**config.mk**
```make
export PLATFORM = sky130hd
export DESIGN_NAME = led_stream_rx
export DESIGN_NICKNAME = d
export VERILOG_FILES = /design/src/rtl/led_stream_rx.sv
export SDC_FILE = /design/constraint.sdc
export NUM_CORES = 1
export LEC_CHECK = 0
export CAP_MARGIN = 10
export CORE_MARGIN = 2
export CORE_UTILIZATION = 50
export CTS_BUF_LIST = sky130_fd_sc_hd__clkbuf_16
export CTS_CLUSTER_DIAMETER = 200
export CTS_CLUSTER_SIZE = 8
export DETAILED_ROUTE_END_ITERATION = 8
export GPL_ROUTABILITY_DRIVEN = 1
export PLACE_DENSITY = 0.82
export SLEW_MARGIN = 20
export SYNTH_ARGS = -nofsm -noshare
export SYNTH_HDL_FRONTEND = slang
export SYNTH_SLANG_ARGS = --single-unit
export TNS_END_PERCENT = 10
```
**constraint.sdc**
```tcl
create_clock -name clk -period 2.1 [get_ports clk]
set_input_delay 0.315 -clock clk [delete_from_list [all_inputs] [get_ports clk]]
set_output_delay 0.315 -clock clk [all_outputs]
set_load 0.03 [all_outputs]
```
**src/rtl/led_stream_rx.sv**
```systemverilog
// led_stream_rx: decoder for the pulse-width coded status-LED stream.
// Recovers LED words with their frame position, frame ends and errors.
`timescale 1ns/1ps

module led_stream_rx #(
   parameter int WORD_BITS  = 24,
   parameter int NUM_LEDS   = 8,
   parameter int IDX_W      = 3,
   parameter int MIN_HIGH   = 8,
   parameter int BIT_THRESH = 24,
   parameter int MAX_HIGH   = 48,
   parameter int LATCH_LOW  = 2000,
   parameter int CNT_W      = 12
) (
   input  logic                 clk,
   input  logic                 reset_n,
   input  logic                 led_in,
   output logic [WORD_BITS-1:0] word_data,
   output logic                 word_valid,
   output logic [IDX_W-1:0]     word_index,
   output logic                 frame_done,
   output logic [IDX_W:0]       frame_words,
   output logic                 err_pulse,
   output logic                 err_sticky,
   input  logic                 err_clr
);

   localparam int BC_W = (WORD_BITS > 1) ? $clog2(WORD_BITS) : 1;

   localparam logic [CNT_W-1:0] C_LATCH  = CNT_W'(LATCH_LOW);
   localparam logic [CNT_W-1:0] C_MIN    = CNT_W'(MIN_HIGH);
   localparam logic [CNT_W-1:0] C_THRESH = CNT_W'(BIT_THRESH);
   localparam logic [CNT_W-1:0] C_MAX    = CNT_W'(MAX_HIGH);
   localparam logic [CNT_W-1:0] C_ONE    = CNT_W'(1);
   localparam logic [BC_W-1:0]  C_LAST   = BC_W'(WORD_BITS - 1);
   localparam logic [BC_W-1:0]  C_BC_ONE = BC_W'(1);
   localparam logic [IDX_W:0]   C_NUM    = (IDX_W + 1)'(NUM_LEDS);
   localparam logic [IDX_W:0]   C_WC_ONE = (IDX_W + 1)'(1);

   typedef enum logic [1:0] {
      ST_WAIT_LATCH,
      ST_IDLE,
      ST_HIGH,
      ST_LOW
   } state_t;

   state_t r_state;
   state_t w_next;

   logic r_sync1;
   logic r_sync2;
   logic r_sync3;

   logic [CNT_W-1:0]     r_cnt;
   logic [BC_W-1:0]      r_bit_cnt;
   logic [IDX_W:0]       r_word_cnt;
   logic [WORD_BITS-1:0] r_shift;
   logic                 r_ovf;

   logic w_s_in;
   logic w_rise;
   logic w_fall;
   logic w_latch;
   logic w_short;
   logic w_long;
   logic w_bit_val;

   logic                 w_start;
   logic                 w_shift;
   logic                 w_err_glitch;
   logic                 w_err_long;
   logic                 w_frame_end;
   logic                 w_word_end;
   logic                 w_word_ok;
   logic                 w_ovf;
   logic                 w_partial;
   logic                 w_done;
   logic                 w_err;
   logic [WORD_BITS-1:0] w_word_next;

   // Bring the asynchronous stream into the clock domain, plus one delay tap.
   always_ff @(posedge clk or negedge reset_n) begin
      if (!reset_n) begin
         r_sync1 <= 1'b0;
         r_sync2 <= 1'b0;
         r_sync3 <= 1'b0;
      end else begin
         r_sync1 <= led_in;
         r_sync2 <= r_sync1;
         r_sync3 <= r_sync2;
      end
   end

   assign w_s_in = r_sync2;
   assign w_rise = r_sync2 & ~r_sync3;
   assign w_fall = ~r_sync2 & r_sync3;

   // Width of the current level; saturates so a long gap never wraps.
   always_ff @(posedge clk or negedge reset_n) begin
      if (!reset_n) begin
         r_cnt <= '0;
      end else if (w_rise || w_fall) begin
         r_cnt <= C_ONE;
      end else if (r_cnt != C_LATCH) begin
         r_cnt <= r_cnt + C_ONE;
      end
   end

   // On a falling edge cnt still holds the high width just ended, so the
   // latch test must ignore that cycle.
   assign w_latch   = ~w_s_in & ~w_fall & (r_cnt == C_LATCH);
   assign w_short   = r_cnt < C_MIN;
   assign w_long    = w_s_in & (r_cnt == C_MAX);
   assign w_bit_val = r_cnt >= C_THRESH;

   // State register.
   always_ff @(posedge clk or negedge reset_n) begin
      if (!reset_n) begin
         r_state <= ST_WAIT_LATCH;
      end else begin
         r_state <= w_next;
      end
   end

   // Next-state decode.
   always_comb begin
      w_next = r_state;
      unique case (r_state)
         ST_WAIT_LATCH: begin
            if (w_latch) w_next = ST_IDLE;
         end
         ST_IDLE: begin
            if (w_rise) w_next = ST_HIGH;
         end
         ST_HIGH: begin
            if (w_fall) begin
               w_next = w_short ? ST_WAIT_LATCH : ST_LOW;
            end else if (w_long) begin
               w_next = ST_WAIT_LATCH;
            end
         end
         ST_LOW: begin
            if (w_rise) begin
               w_next = ST_HIGH;
            end else if (w_latch) begin
               w_next = ST_IDLE;
            end
         end
         default: w_next = ST_WAIT_LATCH;
      endcase
   end

   // Per-state event strobes that steer the datapath and outputs.
   always_comb begin
      w_start      = 1'b0;
      w_shift      = 1'b0;
      w_err_glitch = 1'b0;
      w_err_long   = 1'b0;
      w_frame_end  = 1'b0;
      unique case (r_state)
         ST_IDLE: begin
            w_start = w_rise;
         end
         ST_HIGH: begin
            if (w_fall) begin
               w_err_glitch = w_short;
               w_shift      = ~w_short;
            end else begin
               w_err_long = w_long;
            end
         end
         ST_LOW: begin
            w_frame_end = w_latch;
         end
         default: begin
            w_start = 1'b0;
         end
      endcase
   end

   assign w_word_end  = w_shift & (r_bit_cnt == C_LAST);
   assign w_word_ok   = w_word_end & (r_word_cnt < C_NUM);
   assign w_ovf       = w_word_end & (r_word_cnt == C_NUM) & ~r_ovf;
   assign w_partial   = w_frame_end & (r_bit_cnt != '0);
   assign w_done      = w_frame_end & (r_bit_cnt == '0) & (r_word_cnt != '0);
   assign w_err       = w_err_glitch | w_err_long | w_ovf | w_partial;
   assign w_word_next = {r_shift[WORD_BITS-2:0], w_bit_val};

   // Bit assembly and word bookkeeping within a frame.
   always_ff @(posedge clk or negedge reset_n) begin
      if (!reset_n) begin
         r_shift    <= '0;
         r_bit_cnt  <= '0;
         r_word_cnt <= '0;
         r_ovf      <= 1'b0;
      end else if (w_start) begin
         r_bit_cnt  <= '0;
         r_word_cnt <= '0;
         r_ovf      <= 1'b0;
      end else if (w_shift) begin
         r_shift <= w_word_next;
         if (w_word_end) begin
            r_bit_cnt <= '0;
         end else begin
            r_bit_cnt <= r_bit_cnt + C_BC_ONE;
         end
         if (w_word_ok) begin
            r_word_cnt <= r_word_cnt + C_WC_ONE;
         end
         if (w_ovf) begin
            r_ovf <= 1'b1;
         end
      end
   end

   // Word outputs; data and index hold until the next accepted word.
   always_ff @(posedge clk or negedge reset_n) begin
      if (!reset_n) begin
         word_valid <= 1'b0;
         word_data  <= '0;
         word_index <= '0;
      end else begin
         word_valid <= w_word_ok;
         if (w_word_ok) begin
            word_data  <= w_word_next;
            word_index <= r_word_cnt[IDX_W-1:0];
         end
      end
   end

   // Frame outputs; the word count holds until the next completed frame.
   always_ff @(posedge clk or negedge reset_n) begin
      if (!reset_n) begin
         frame_done  <= 1'b0;
         frame_words <= '0;
      end else begin
         frame_done <= w_done;
         if (w_done) begin
            frame_words <= r_word_cnt;
         end
      end
   end

   // Error strobe and sticky flag; a new error beats a clear request.
   always_ff @(posedge clk or negedge reset_n) begin
      if (!reset_n) begin
         err_pulse  <= 1'b0;
         err_sticky <= 1'b0;
      end else begin
         err_pulse <= w_err;
         if (w_err) begin
            err_sticky <= 1'b1;
         end else if (err_clr) begin
            err_sticky <= 1'b0;
         end
      end
   end

endmodule

```
* After elaboration in Yosys (flattened, before gate mapping)
Cells that the tools add are included.
** Cells by class
- Equal/unequal tests :: 10
- Bitwise operators :: 21
- Magnitude comparators :: 3
- Add/sub/neg operators :: 3
- Reduce and logical (&&, ||, !) cells :: 14
- Muxes and demuxes :: 28
** Operators with widths (count)
- 12-bit 2-to-1 mux :: 2
- 5-bit 2-to-1 mux :: 3
- 1-bit 2-to-1 mux :: 13
- 12-bit by 1-bit adder with 12-bit output, second input constant :: 1
- 1-bit AND :: 12
- 12-bit by 11-bit equality test with 1-bit output, second input constant :: 1
- 12-bit by 6-bit equality test with 1-bit output, second input constant :: 1
- 12-bit by 5-bit greater-or-equal comparator with 1-bit output, second input constant :: 1
- 12-bit by 4-bit less-than comparator with 1-bit output, second input constant :: 1
- 2-bit 2-to-1 mux :: 6
- 4-bit 2-to-1 mux :: 3
- 12-bit by 11-bit inequality test with 1-bit output, second input constant :: 1
- 2-bit nonzero test :: 5
- 2-bit one-hot mux with 4 select lines :: 1
- 2-bit AND reduction :: 4
- 1-bit NOT :: 6
- 5-bit by 1-bit adder with 5-bit output, second input constant :: 1
- 5-bit equality test, second input constant :: 1
- 5-bit zero test :: 1
- 5-bit nonzero test :: 1
- 4-bit by 1-bit adder with 4-bit output, second input constant :: 1
- 2-bit equality test, second input constant :: 2
- 4-bit equality test, second input constant :: 1
- 4-bit less-than comparator, second input constant :: 1
- 7 further kinds :: 9
** Storage, ports and cells
- Bits of input ports :: 4
- Output and inout port bits :: 35
- Bits in registers :: 85

* Depth between registers and ports, before layout
Gate-level depths: netlist (run 1).
- Depth in word-level cells :: 10
- Gate-level depth with buffers :: 7
- Gate-level depth less buffers :: 6

* Worst setup path before layout (run 1)
OpenSTA, ideal clock, no wires.
- Path kind :: reg-to-reg
- From :: reg r_sync2
- To :: reg err_sticky
- Path slack :: 0.264 ns
- Setup time :: 0.139 ns
- Arrival time :: 1.698 ns
- Clock period less this slack :: 1.836 ns
- Data required time :: 1.961 ns
- Stages on the path, launching flop included :: 7
- Path buffers :: 0
- Cells stage by stage :: dfrtp_1 -> inv_1 -> ha_1 -> and4b_1 -> a22o_1 -> nor4b_1 -> or4_1
** On the way
- Longest elaborated chain between the ends :: 10
- Elaborated cells on any way between the ends :: 22
** RTL lines
- from (decl) :: line 51 : logic r_sync2;
- from (signal assigned) :: line 89 : r_sync2 <= r_sync1;
- 1-bit NOT :: line 96, 111
- 1-bit AND :: line 96 : assign w_fall = ~r_sync2 & r_sync3;
- 1-bit 2-to-1 mux :: line 165 : if (w_fall) begin
- 1-bit 2-to-1 mux :: line 160 : unique case (r_state)
- 1-bit AND :: line 181 : assign w_word_end = w_shift & (r_bit_cnt == C_LAST);
- 1-bit AND (2 in series) :: line 183 : assign w_ovf = w_word_end & (r_word_cnt == C_NUM) & ~r_ovf;
- 1-bit OR :: line 186 : assign w_err = w_err_glitch | w_err_long | w_ovf | w_partial;
- 1-bit OR * :: line 186
- 1-bit 2-to-1 mux / 2-bit nonzero test (equally long branches)
- to (signal assigned) :: line 248 : err_sticky <= 1'b0;
- to (signal assigned) :: line 252 : err_sticky <= 1'b1;
- to (signal assigned) :: line 254 : err_sticky <= 1'b0;
- to (decl) :: line 24 : output logic err_sticky,
Mark *: on every way between the ends. The rest lies on a longest branch, timed or not.
A chain may end at the register's enable or synchronous reset.

* Worst setup path in the final report (run 1)
- From :: reg r_sync2
- To :: reg word_data[18]
** On the way
- Longest elaborated chain between the ends :: 6
** RTL lines
- 1-bit NOT :: line 96
- 1-bit AND :: line 96
- 1-bit 2-to-1 mux :: line 165
- 1-bit 2-to-1 mux :: line 160
- 1-bit AND :: line 181
- 1-bit AND :: line 182 : assign w_word_ok = w_word_end & (r_word_cnt < C_NUM);
- to (signal assigned) :: line 225 : word_data <= w_word_next;
- to (decl) :: line 18 : output logic [WORD_BITS-1:0] word_data,
No other way between the ends.

==> impl_metrics.xml, run 1 <==
<?xml version="1.0" encoding="UTF-8"?>
<metrics>
  <group name="run_status">
    <metric name="outcome" unit="">finished, final reports clean</metric>
  </group>
  <group name="synthesis">
    <metric name="synth_top_flop_cell" unit="">sky130_fd_sc_hd__dfrtp_1</metric>
    <metric name="syn-instance-count" unit="">337</metric>
    <metric name="synth_compound_area_frac" unit="">0.0477</metric>
    <metric name="synthXorXnorAreaFrac" unit="">0.0210</metric>
    <metric name="synthesis_stage_register_bit_count" unit="">85</metric>
    <metric name="multiplexer_share_of_the_synthesized_area" unit="">0.0973</metric>
    <metric name="postSynthAreaPerCell" unit="µm²">11.1</metric>
    <metric name="netlist_area" unit="µm²">3750</metric>
    <metric name="synth_simple_gate_area_share" unit="">0.200</metric>
    <metric name="synthDistinctLibCells" unit="">51</metric>
    <metric name="synth_top_family_by_area" unit="">simple AND/OR/NAND/NOR gates</metric>
    <metric name="ys_warn_count" unit="">0</metric>
    <metric name="yosysSeqAreaShare" unit="">0.566</metric>
    <metric name="synthAdderAreaFrac" unit="">0.0300</metric>
    <metric name="postSynth.asyncResetShare" unit="">1.00</metric>
    <metric name="number_of_flops_mapped_to_enable_cells_by_yosys" unit="">0</metric>
    <metric name="top_post_synthesis_cells_by_area" unit="">sky130_fd_sc_hd__dfrtp_1 57%, sky130_fd_sc_hd__nand2_1 8.3%, sky130_fd_sc_hd__mux2_2 7.8%</metric>
    <metric name="yosys.area.top_type_share" unit="">0.566</metric>
    <metric name="postSynthNetCount" unit="">350</metric>
    <metric name="yosys.area.top_type" unit="">sky130_fd_sc_hd__dfrtp_1</metric>
  </group>
  <group name="timing">
    <metric name="max_freq" unit="GHz">0.502</metric>
    <metric name="finalCriticalPeriod" unit="ns">1.99</metric>
    <metric name="timing_max_transition_violations_final" unit="">0</metric>
    <metric name="finalHoldViolations" unit="">0</metric>
    <metric name="tns" unit="ns">0</metric>
    <metric name="relSlewSlack" unit="">0.667</metric>
    <metric name="fin_hold_ws" unit="ns">0.348</metric>
    <metric name="setup_viol" unit="">0</metric>
    <metric name="tightestPinTransition" unit="ns">0.499</metric>
    <metric name="finalCritPeriodShare" unit="">0.949</metric>
    <metric name="worst_clock_skew" unit="ns">0.00819</metric>
    <metric name="grt_setup_unrepaired" unit="">no</metric>
  </group>
  <group name="finish">
    <metric name="final_layout_size_suffix_gt1_frac" unit="">0.165</metric>
    <metric name="insertedDiodeCount" unit="">0</metric>
    <metric name="final_common_cell" unit="">sky130_fd_sc_hd__dfrtp_1</metric>
    <metric name="layout.cell_area.non_filler" unit="µm²">4560</metric>
    <metric name="nets" unit="">395</metric>
    <metric name="most_frequent_cells_in_the_layout" unit="">85 x sky130_fd_sc_hd__dfrtp_1, 83 x sky130_fd_sc_hd__nand2_1, 37 x sky130_fd_sc_hd__clkdlybuf4s50_1</metric>
    <metric name="area_growth_syn_to_layout" unit="%">21.6</metric>
    <metric name="num-fill-cells" unit="">570</metric>
  </group>
  <group name="hold_path">
    <metric name="end_point_of_the_most_critical_hold_path" unit="">r_sync2</metric>
    <metric name="worstHoldStart" unit="">r_sync1</metric>
    <metric name="timing.hold.worst_path_depth" unit="">0</metric>
    <metric name="hold_class" unit="">reg -&gt; reg</metric>
  </group>
  <group name="setup_path">
    <metric name="ff2ff_path_depth" unit="">7</metric>
    <metric name="timing.critical_path.fanout_max" unit="">12</metric>
    <metric name="slowest_delay" unit="ns">0.41</metric>
    <metric name="rr_endpoint" unit="">word_data[18]</metric>
    <metric name="critical_path_class" unit="">reg -&gt; reg</metric>
    <metric name="critical_path.reg2reg.startpoint" unit="">r_sync2</metric>
    <metric name="setup.reg_to_reg.worst_slack" unit="ns">0.11</metric>
    <metric name="timing.critical_path.from_type" unit="">flip-flop</metric>
    <metric name="crit_path_top_delay_cell" unit="">sky130_fd_sc_hd__dfrtp_1</metric>
    <metric name="worstPathRequired" unit="ns">2.32</metric>
    <metric name="critPathArrivalTime" unit="ns">2.21</metric>
    <metric name="series_of_cell_instances_along_the_critical_path" unit="">inv_1 &gt; ha_1 &gt; nand3b_4 &gt; a31o_4 &gt; nor3_4 &gt; buf_6 &gt; mux2_2</metric>
    <metric name="cp_num_buf_inv" unit="">2</metric>
    <metric name="setup.worst_path.end_class" unit="">flip-flop</metric>
    <metric name="crit_family" unit="">flip-flops</metric>
  </group>
  <group name="power">
    <metric name="vdd_drop_max" unit="µV">490</metric>
    <metric name="p_switching" unit="µW">733</metric>
    <metric name="intPower" unit="µW">2500</metric>
    <metric name="leakagePower" unit="µW">0.00225</metric>
    <metric name="power-per-cell-area" unit="nW/µm²">708</metric>
    <metric name="proportion_of_total_power_due_to_net_switching" unit="">0.227</metric>
    <metric name="comb_power_share" unit="">0.032</metric>
    <metric name="seq_power_share" unit="">0.518</metric>
    <metric name="clkPwrFrac" unit="">0.450</metric>
  </group>
  <group name="routing">
    <metric name="wl_per_cell" unit="µm">14.5</metric>
    <metric name="detail_route.iter0.violations" unit="">140</metric>
    <metric name="via_count_of_the_routed_design" unit="">2578</metric>
    <metric name="router_iterations_before_antenna_repair" unit="">4</metric>
    <metric name="routed_via_density" unit="">5.30</metric>
    <metric name="drc_violations" unit="">0</metric>
    <metric name="totalWireLength" unit="µm">7020</metric>
    <metric name="final_ant_viol_nets" unit="">0</metric>
  </group>
  <group name="flow_run">
    <metric name="cap_violations" unit="">0</metric>
  </group>
  <group name="placed_design">
    <metric name="detailedPlacementHpwl" unit="µm">4780</metric>
    <metric name="placement.cell_area" unit="µm²">4270</metric>
    <metric name="placement.io_buffers" unit="">38</metric>
    <metric name="gp_congestion" unit="">0.919</metric>
  </group>
  <group name="die">
    <metric name="floorplan.initialDensity" unit="">0.518</metric>
    <metric name="die_area" unit="µm²">8220</metric>
    <metric name="fp.dieH" unit="µm">90.7</metric>
    <metric name="placeableCoreArea" unit="µm²">7250</metric>
    <metric name="num_rows" unit="">31</metric>
    <metric name="io-pin-count" unit="">39</metric>
    <metric name="floorplan.die.width" unit="µm">90.7</metric>
  </group>
  <group name="clock_network">
    <metric name="cts.sinks" unit="">85</metric>
    <metric name="tritoncts.num_buffers" unit="">9</metric>
    <metric name="cts_buffer_depth" unit="">2</metric>
    <metric name="cts_setup_buffers" unit="">0</metric>
    <metric name="clk_root_buffer_cell" unit="">sky130_fd_sc_hd__clkbuf_16</metric>
    <metric name="clock_latency" unit="ns">0.33</metric>
    <metric name="cts_tree" unit="">built</metric>
    <metric name="cts.clk_slew.worst_paths" unit="ns">0.06</metric>
    <metric name="cts-htree-levels" unit="">3</metric>
  </group>
  <group name="grt">
    <metric name="grt_antenna_before_repair" unit="">0</metric>
    <metric name="global_route_wire_length_before_repair" unit="µm">12300</metric>
    <metric name="number_of_global_route_vias_before_repair" unit="">2630</metric>
    <metric name="globalRouteTotalUtil" unit="">0.185</metric>
    <metric name="maximum_number_of_pins_on_one_net_before_global_route_repair" unit="">65</metric>
    <metric name="overflow" unit="">0</metric>
  </group>
</metrics>
## layer usage
layer,track usage,share of wire
met5,0,0
met4,0.0744,0.017
met1,0.242,0.45
met2,0.300,0.50
met3,0.0426,0.035
## flip-flops by register name, indices dropped and copies added, names as in the netlist
signal and count:
frame_words 4, word_data 24, err_sticky 1, word_index 3
frame_done 1, r_sync2 1, r_sync3 1, r_sync1 1
err_pulse 1, r_word_cnt 4, r_cnt 12, r_state 2
r_ovf 1, r_shift 23, r_bit_cnt 5, word_valid 1
## per-stage QoR
stage,instances,utilization,setup WS [ns],total power (µW)
global route,486,0.629,0.0172,3360
floorplan,337,-,0.264,1750
detailed placement,469,0.589,0.0644,1810
global placement,469,0.589,0.175,1800
finish,486,0.629,0.107,3230
CTS,486,0.629,0.0515,3260
## logic make-up after synthesis
group                      after synthesis
adders and majority gates                9
DFF                                     85
xor gates and xnor gates                 9
AOI/OAI and AO/OA                       23
buffers and inverters                   30
muxes                                   33
and+or+nand+nor                        148
## cells in the mapped netlist, types with 2 or more instances
master	number
sky130_fd_sc_hd__o21ai_0	4
sky130_fd_sc_hd__nand3_1	16
sky130_fd_sc_hd__nor4_1	3
sky130_fd_sc_hd__inv_1	14
sky130_fd_sc_hd__buf_6	3
sky130_fd_sc_hd__nand2b_1	2
sky130_fd_sc_hd__o21a_1	2
sky130_fd_sc_hd__dfrtp_1	85
sky130_fd_sc_hd__xnor2_1	4
sky130_fd_sc_hd__nor2_1	12
sky130_fd_sc_hd__nand4_1	3
sky130_fd_sc_hd__mux2i_1	5
sky130_fd_sc_hd__xor2_1	5
sky130_fd_sc_hd__ha_1	9
sky130_fd_sc_hd__clkbuf_1	7
sky130_fd_sc_hd__buf_2	6
sky130_fd_sc_hd__nor3_1	5
sky130_fd_sc_hd__a21oi_1	3
sky130_fd_sc_hd__nand2_1	83
sky130_fd_sc_hd__nor2b_1	3
sky130_fd_sc_hd__and3_1	3
sky130_fd_sc_hd__or3_1	2
sky130_fd_sc_hd__mux2_2	26
sky130_fd_sc_hd__o31ai_1	4
sky130_fd_sc_hd__mux2_1	2
## how the worst max path moves through the flow
stage	from	to	slack, ns	depth (start not counted)
final	r_sync2	word_data[18]	0.11	7
after global routing	r_sync2	word_index[0]	0.02	7
after CTS	r_sync2	word_index[0]	0.05	7
after detailed placement	r_sync2	word_data[20]	0.06	7
after global placement	r_sync2	word_data[19]	0.17	7
after floorplan	r_sync2	err_sticky	0.26	6
## area by class of cell
class	count	area, µm²	area share
multi-input combinational	222	1490	0.325
inverter	14	52.6	0.0115
sequential	85	2130	0.466
tap	99	124	0.0271
clock inverter	7	51.3	0.0112
clock buffer	9	225	0.0493
timing repair buffer	50	499	0.109
## power by group through the flow
| stage | clock, µW | combinational (µW) | sequential, µW |
|---|---|---|---|
| after global placement | 0 | 102 | 1700 |
| after global routing | 1560 | 125 | 1670 |
| after detailed placement | 0 | 106 | 1700 |
| after CTS | 1480 | 107 | 1670 |
| final | 1460 | 104 | 1670 |
| after floorplan | 0 | 56.7 | 1690 |
## timing repair
item / CTS / global route
endpoints found under the setup margin: 0 / 8
gates resized for setup: 0 / 1
hold buffers: 1 / 0
endpoints found under the hold margin: 21 / 0
Note: power is estimated with default switching activity, not from simulation.
==> run 2, diff against run 1 <==
PLACE_DENSITY = 0.77   (was 0.82)
==> impl_metrics.xml, run 2 (same netlist as run 1, synthesis figures left out) <==
<?xml version="1.0" encoding="UTF-8"?>
<metrics>
  <group name="routing">
    <metric name="router_iterations_before_antenna_repair" unit="">4</metric>
    <metric name="via_count_of_the_routed_design" unit="">2568</metric>
    <metric name="wl_per_cell" unit="µm">15.1</metric>
    <metric name="final_ant_viol_nets" unit="">0</metric>
    <metric name="drc_violations" unit="">0</metric>
    <metric name="detail_route.iter0.violations" unit="">161</metric>
    <metric name="routed_via_density" unit="">5.29</metric>
    <metric name="totalWireLength" unit="µm">7310</metric>
  </group>
  <group name="grt">
    <metric name="maximum_number_of_pins_on_one_net_before_global_route_repair" unit="">40</metric>
    <metric name="global_route.usage.met3" unit="">0.0334</metric>
    <metric name="use_met1" unit="">0.244</metric>
    <metric name="gr-max-usage-layer" unit="">met2</metric>
    <metric name="grt_met2_use" unit="">0.319</metric>
    <metric name="overflow" unit="">0</metric>
    <metric name="grt_antenna_before_repair" unit="">0</metric>
    <metric name="globalRouteTotalUtil" unit="">0.191</metric>
    <metric name="global_route_wire_length_before_repair" unit="µm">12600</metric>
    <metric name="number_of_global_route_vias_before_repair" unit="">2653</metric>
  </group>
  <group name="timing">
    <metric name="worst_clock_skew" unit="ns">0.00701</metric>
    <metric name="max_freq" unit="GHz">0.503</metric>
    <metric name="finalHoldViolations" unit="">0</metric>
    <metric name="timing_max_transition_violations_final" unit="">0</metric>
    <metric name="tns" unit="ns">0</metric>
    <metric name="relSlewSlack" unit="">0.685</metric>
    <metric name="setup_viol" unit="">0</metric>
    <metric name="tightestPinTransition" unit="ns">0.468</metric>
    <metric name="grt_setup_unrepaired" unit="">no</metric>
    <metric name="finalCritPeriodShare" unit="">0.948</metric>
    <metric name="finalCriticalPeriod" unit="ns">1.99</metric>
  </group>
  <group name="setup_path">
    <metric name="timing.critical_path.from_type" unit="">flip-flop</metric>
    <metric name="crit_path_top_delay_cell" unit="">sky130_fd_sc_hd__dfrtp_1</metric>
    <metric name="timing.critical_path.fanout_max" unit="">30</metric>
    <metric name="worstPathRequired" unit="ns">2.31</metric>
    <metric name="crit_family" unit="">flip-flops</metric>
    <metric name="setup.worst_path.end_class" unit="">flip-flop</metric>
    <metric name="series_of_cell_instances_along_the_critical_path" unit="">inv_1 &gt; ha_1 &gt; nand3b_4 &gt; a31o_4 &gt; nor3_4 &gt; buf_12 &gt; mux2_2</metric>
    <metric name="critical_path_class" unit="">reg -&gt; reg</metric>
    <metric name="cp_num_buf_inv" unit="">2</metric>
    <metric name="slowest_delay" unit="ns">0.40</metric>
    <metric name="critPathArrivalTime" unit="ns">2.20</metric>
  </group>
  <group name="power">
    <metric name="intPower" unit="µW">2620</metric>
    <metric name="seq_power_share" unit="">0.499</metric>
    <metric name="clkPwrFrac" unit="">0.468</metric>
    <metric name="comb_power_share" unit="">0.032</metric>
    <metric name="report.power.total" unit="µW">3350</metric>
    <metric name="power-per-cell-area" unit="nW/µm²">731</metric>
    <metric name="p_switching" unit="µW">728</metric>
    <metric name="leakagePower" unit="µW">0.00225</metric>
    <metric name="vdd_drop_max" unit="µV">439</metric>
    <metric name="proportion_of_total_power_due_to_net_switching" unit="">0.218</metric>
  </group>
  <group name="run_status">
    <metric name="outcome" unit="">finished, final reports clean</metric>
  </group>
  <group name="clock_network">
    <metric name="cts_tree" unit="">built</metric>
    <metric name="cts-htree-levels" unit="">3</metric>
    <metric name="cts_resized" unit="">0</metric>
    <metric name="cts.clk_slew.worst_paths" unit="ns">0.06</metric>
    <metric name="cts.sinks" unit="">85</metric>
    <metric name="tritoncts.num_buffers" unit="">9</metric>
    <metric name="cts_buffer_depth" unit="">2</metric>
    <metric name="clk_root_buffer_cell" unit="">sky130_fd_sc_hd__clkbuf_16</metric>
    <metric name="clock_latency" unit="ns">0.33</metric>
    <metric name="cts_setup_buffers" unit="">0</metric>
  </group>
  <group name="finish">
    <metric name="largest_reg_flops" unit="">24</metric>
    <metric name="most_frequent_cells_in_the_layout" unit="">85 x sky130_fd_sc_hd__dfrtp_1, 83 x sky130_fd_sc_hd__nand2_1, 37 x sky130_fd_sc_hd__clkdlybuf4s50_1</metric>
    <metric name="area.sequential" unit="µm²">2130</metric>
    <metric name="insertedDiodeCount" unit="">0</metric>
    <metric name="multiInputGateArea" unit="µm²">1490</metric>
    <metric name="biggest_registers_after_layout" unit="">word_data (24), r_shift (23), r_cnt (12)</metric>
    <metric name="final_common_cell" unit="">sky130_fd_sc_hd__dfrtp_1</metric>
    <metric name="nets" unit="">395</metric>
    <metric name="area_growth_syn_to_layout" unit="%">22.0</metric>
    <metric name="registers.top_by_ff_count" unit="">word_data</metric>
    <metric name="num-fill-cells" unit="">570</metric>
    <metric name="final_layout_size_suffix_gt1_frac" unit="">0.166</metric>
  </group>
  <group name="placed_design">
    <metric name="gp_congestion" unit="">0.846</metric>
    <metric name="placement.io_buffers" unit="">38</metric>
    <metric name="detailedPlacementHpwl" unit="µm">5000</metric>
  </group>
  <group name="die">
    <metric name="fp.dieH" unit="µm">90.7</metric>
    <metric name="floorplan.die.width" unit="µm">90.7</metric>
    <metric name="floorplan.initialDensity" unit="">0.518</metric>
    <metric name="num_rows" unit="">31</metric>
    <metric name="io-pin-count" unit="">39</metric>
    <metric name="placeableCoreArea" unit="µm²">7250</metric>
    <metric name="die_area" unit="µm²">8220</metric>
  </group>
  <group name="flow_run">
    <metric name="cap_violations" unit="">0</metric>
  </group>
  <group name="hold_path">
    <metric name="hold_class" unit="">reg -&gt; reg</metric>
  </group>
</metrics>
## run 2: cell types whose count changed in the layout (fill, tap and decap cells not counted)
| cell | change |
|---|---|
| sky130_fd_sc_hd__clkinvlp_4 | +1 |
| sky130_fd_sc_hd__bufinv_16 | +1 |
| sky130_fd_sc_hd__buf_6 | -1 |
| sky130_fd_sc_hd__clkinv_2 | -1 |
| sky130_fd_sc_hd__buf_4 | +1 |
| sky130_fd_sc_hd__clkinv_4 | -1 |
| sky130_fd_sc_hd__inv_1 | -1 |
## run 2: worst register-to-register path, cell delays in order, from the launching register on
cell,delay (ns)
sky130_fd_sc_hd__dfrtp_1,0.40
sky130_fd_sc_hd__inv_1,0.09
sky130_fd_sc_hd__ha_1,0.25
sky130_fd_sc_hd__nand3b_4,0.12
sky130_fd_sc_hd__a31o_4,0.25
sky130_fd_sc_hd__nor3_4,0.15
sky130_fd_sc_hd__buf_12,0.23
sky130_fd_sc_hd__mux2_2,0.38
## run 2: through the flow
step	setup WS, ns	instances	util	hold WS (ns)	cell area [µm²]
6_report	0.110	485	0.632	0.348	4580
5_1_grt	0.0160	485	0.632	0.365	4580
4_1_cts	0.103	485	0.632	0.349	4580
3_5_place_dp	0.118	469	0.589	0.257	4270
3_3_place_gp	0.145	469	0.589	0.253	4270
2_1_floorplan	0.264	337	-	0.0194	3750
## run 2: power by group through the flow
stage	combinational, µW	clock, µW	sequential, µW
floorplan	56.7	0	1690
global placement	105	0	1700
detailed placement	109	0	1700
CTS	111	1580	1670
global route	126	1650	1670
finish	108	1570	1670
## run 2: final cells by class
cell class | count | share of cell area
clock inverters | 6 | 0.0156
repair buffers | 50 | 0.108
multi-input cells | 222 | 0.324
inverters | 14 | 0.0115
clock buffers | 9 | 0.0492
well taps | 99 | 0.0270
flip-flops and latches | 85 | 0.464
## run 2: timing repair
item                       in CTS  in global routing
hold buffers                    1                  0
hold endpoints to repair       24                  0
setup endpoints to repair       0                  0
## run 2: routing by layer
metal,routed length (µm),up-vias
li1,-,1238
met1,3240,1275
met2,3720,45
met3,221,10
met4,126,0
met5,0,-
## run 2: final timing paths
path                       startpoint             to  slack [ns]  cells past startpoint
setup / recovery              r_sync2  word_data[18]        0.11                      7
setup reg to reg              r_sync2  word_data[18]        0.11                      7
min in group asynchronous     reset_n       r_cnt[2]        0.44                      2
max in group asynchronous     reset_n  word_index[0]        1.04                      3
hold / removal                r_sync1        r_sync2        0.35                      0
hold reg to reg               r_sync1        r_sync2        0.35                      0
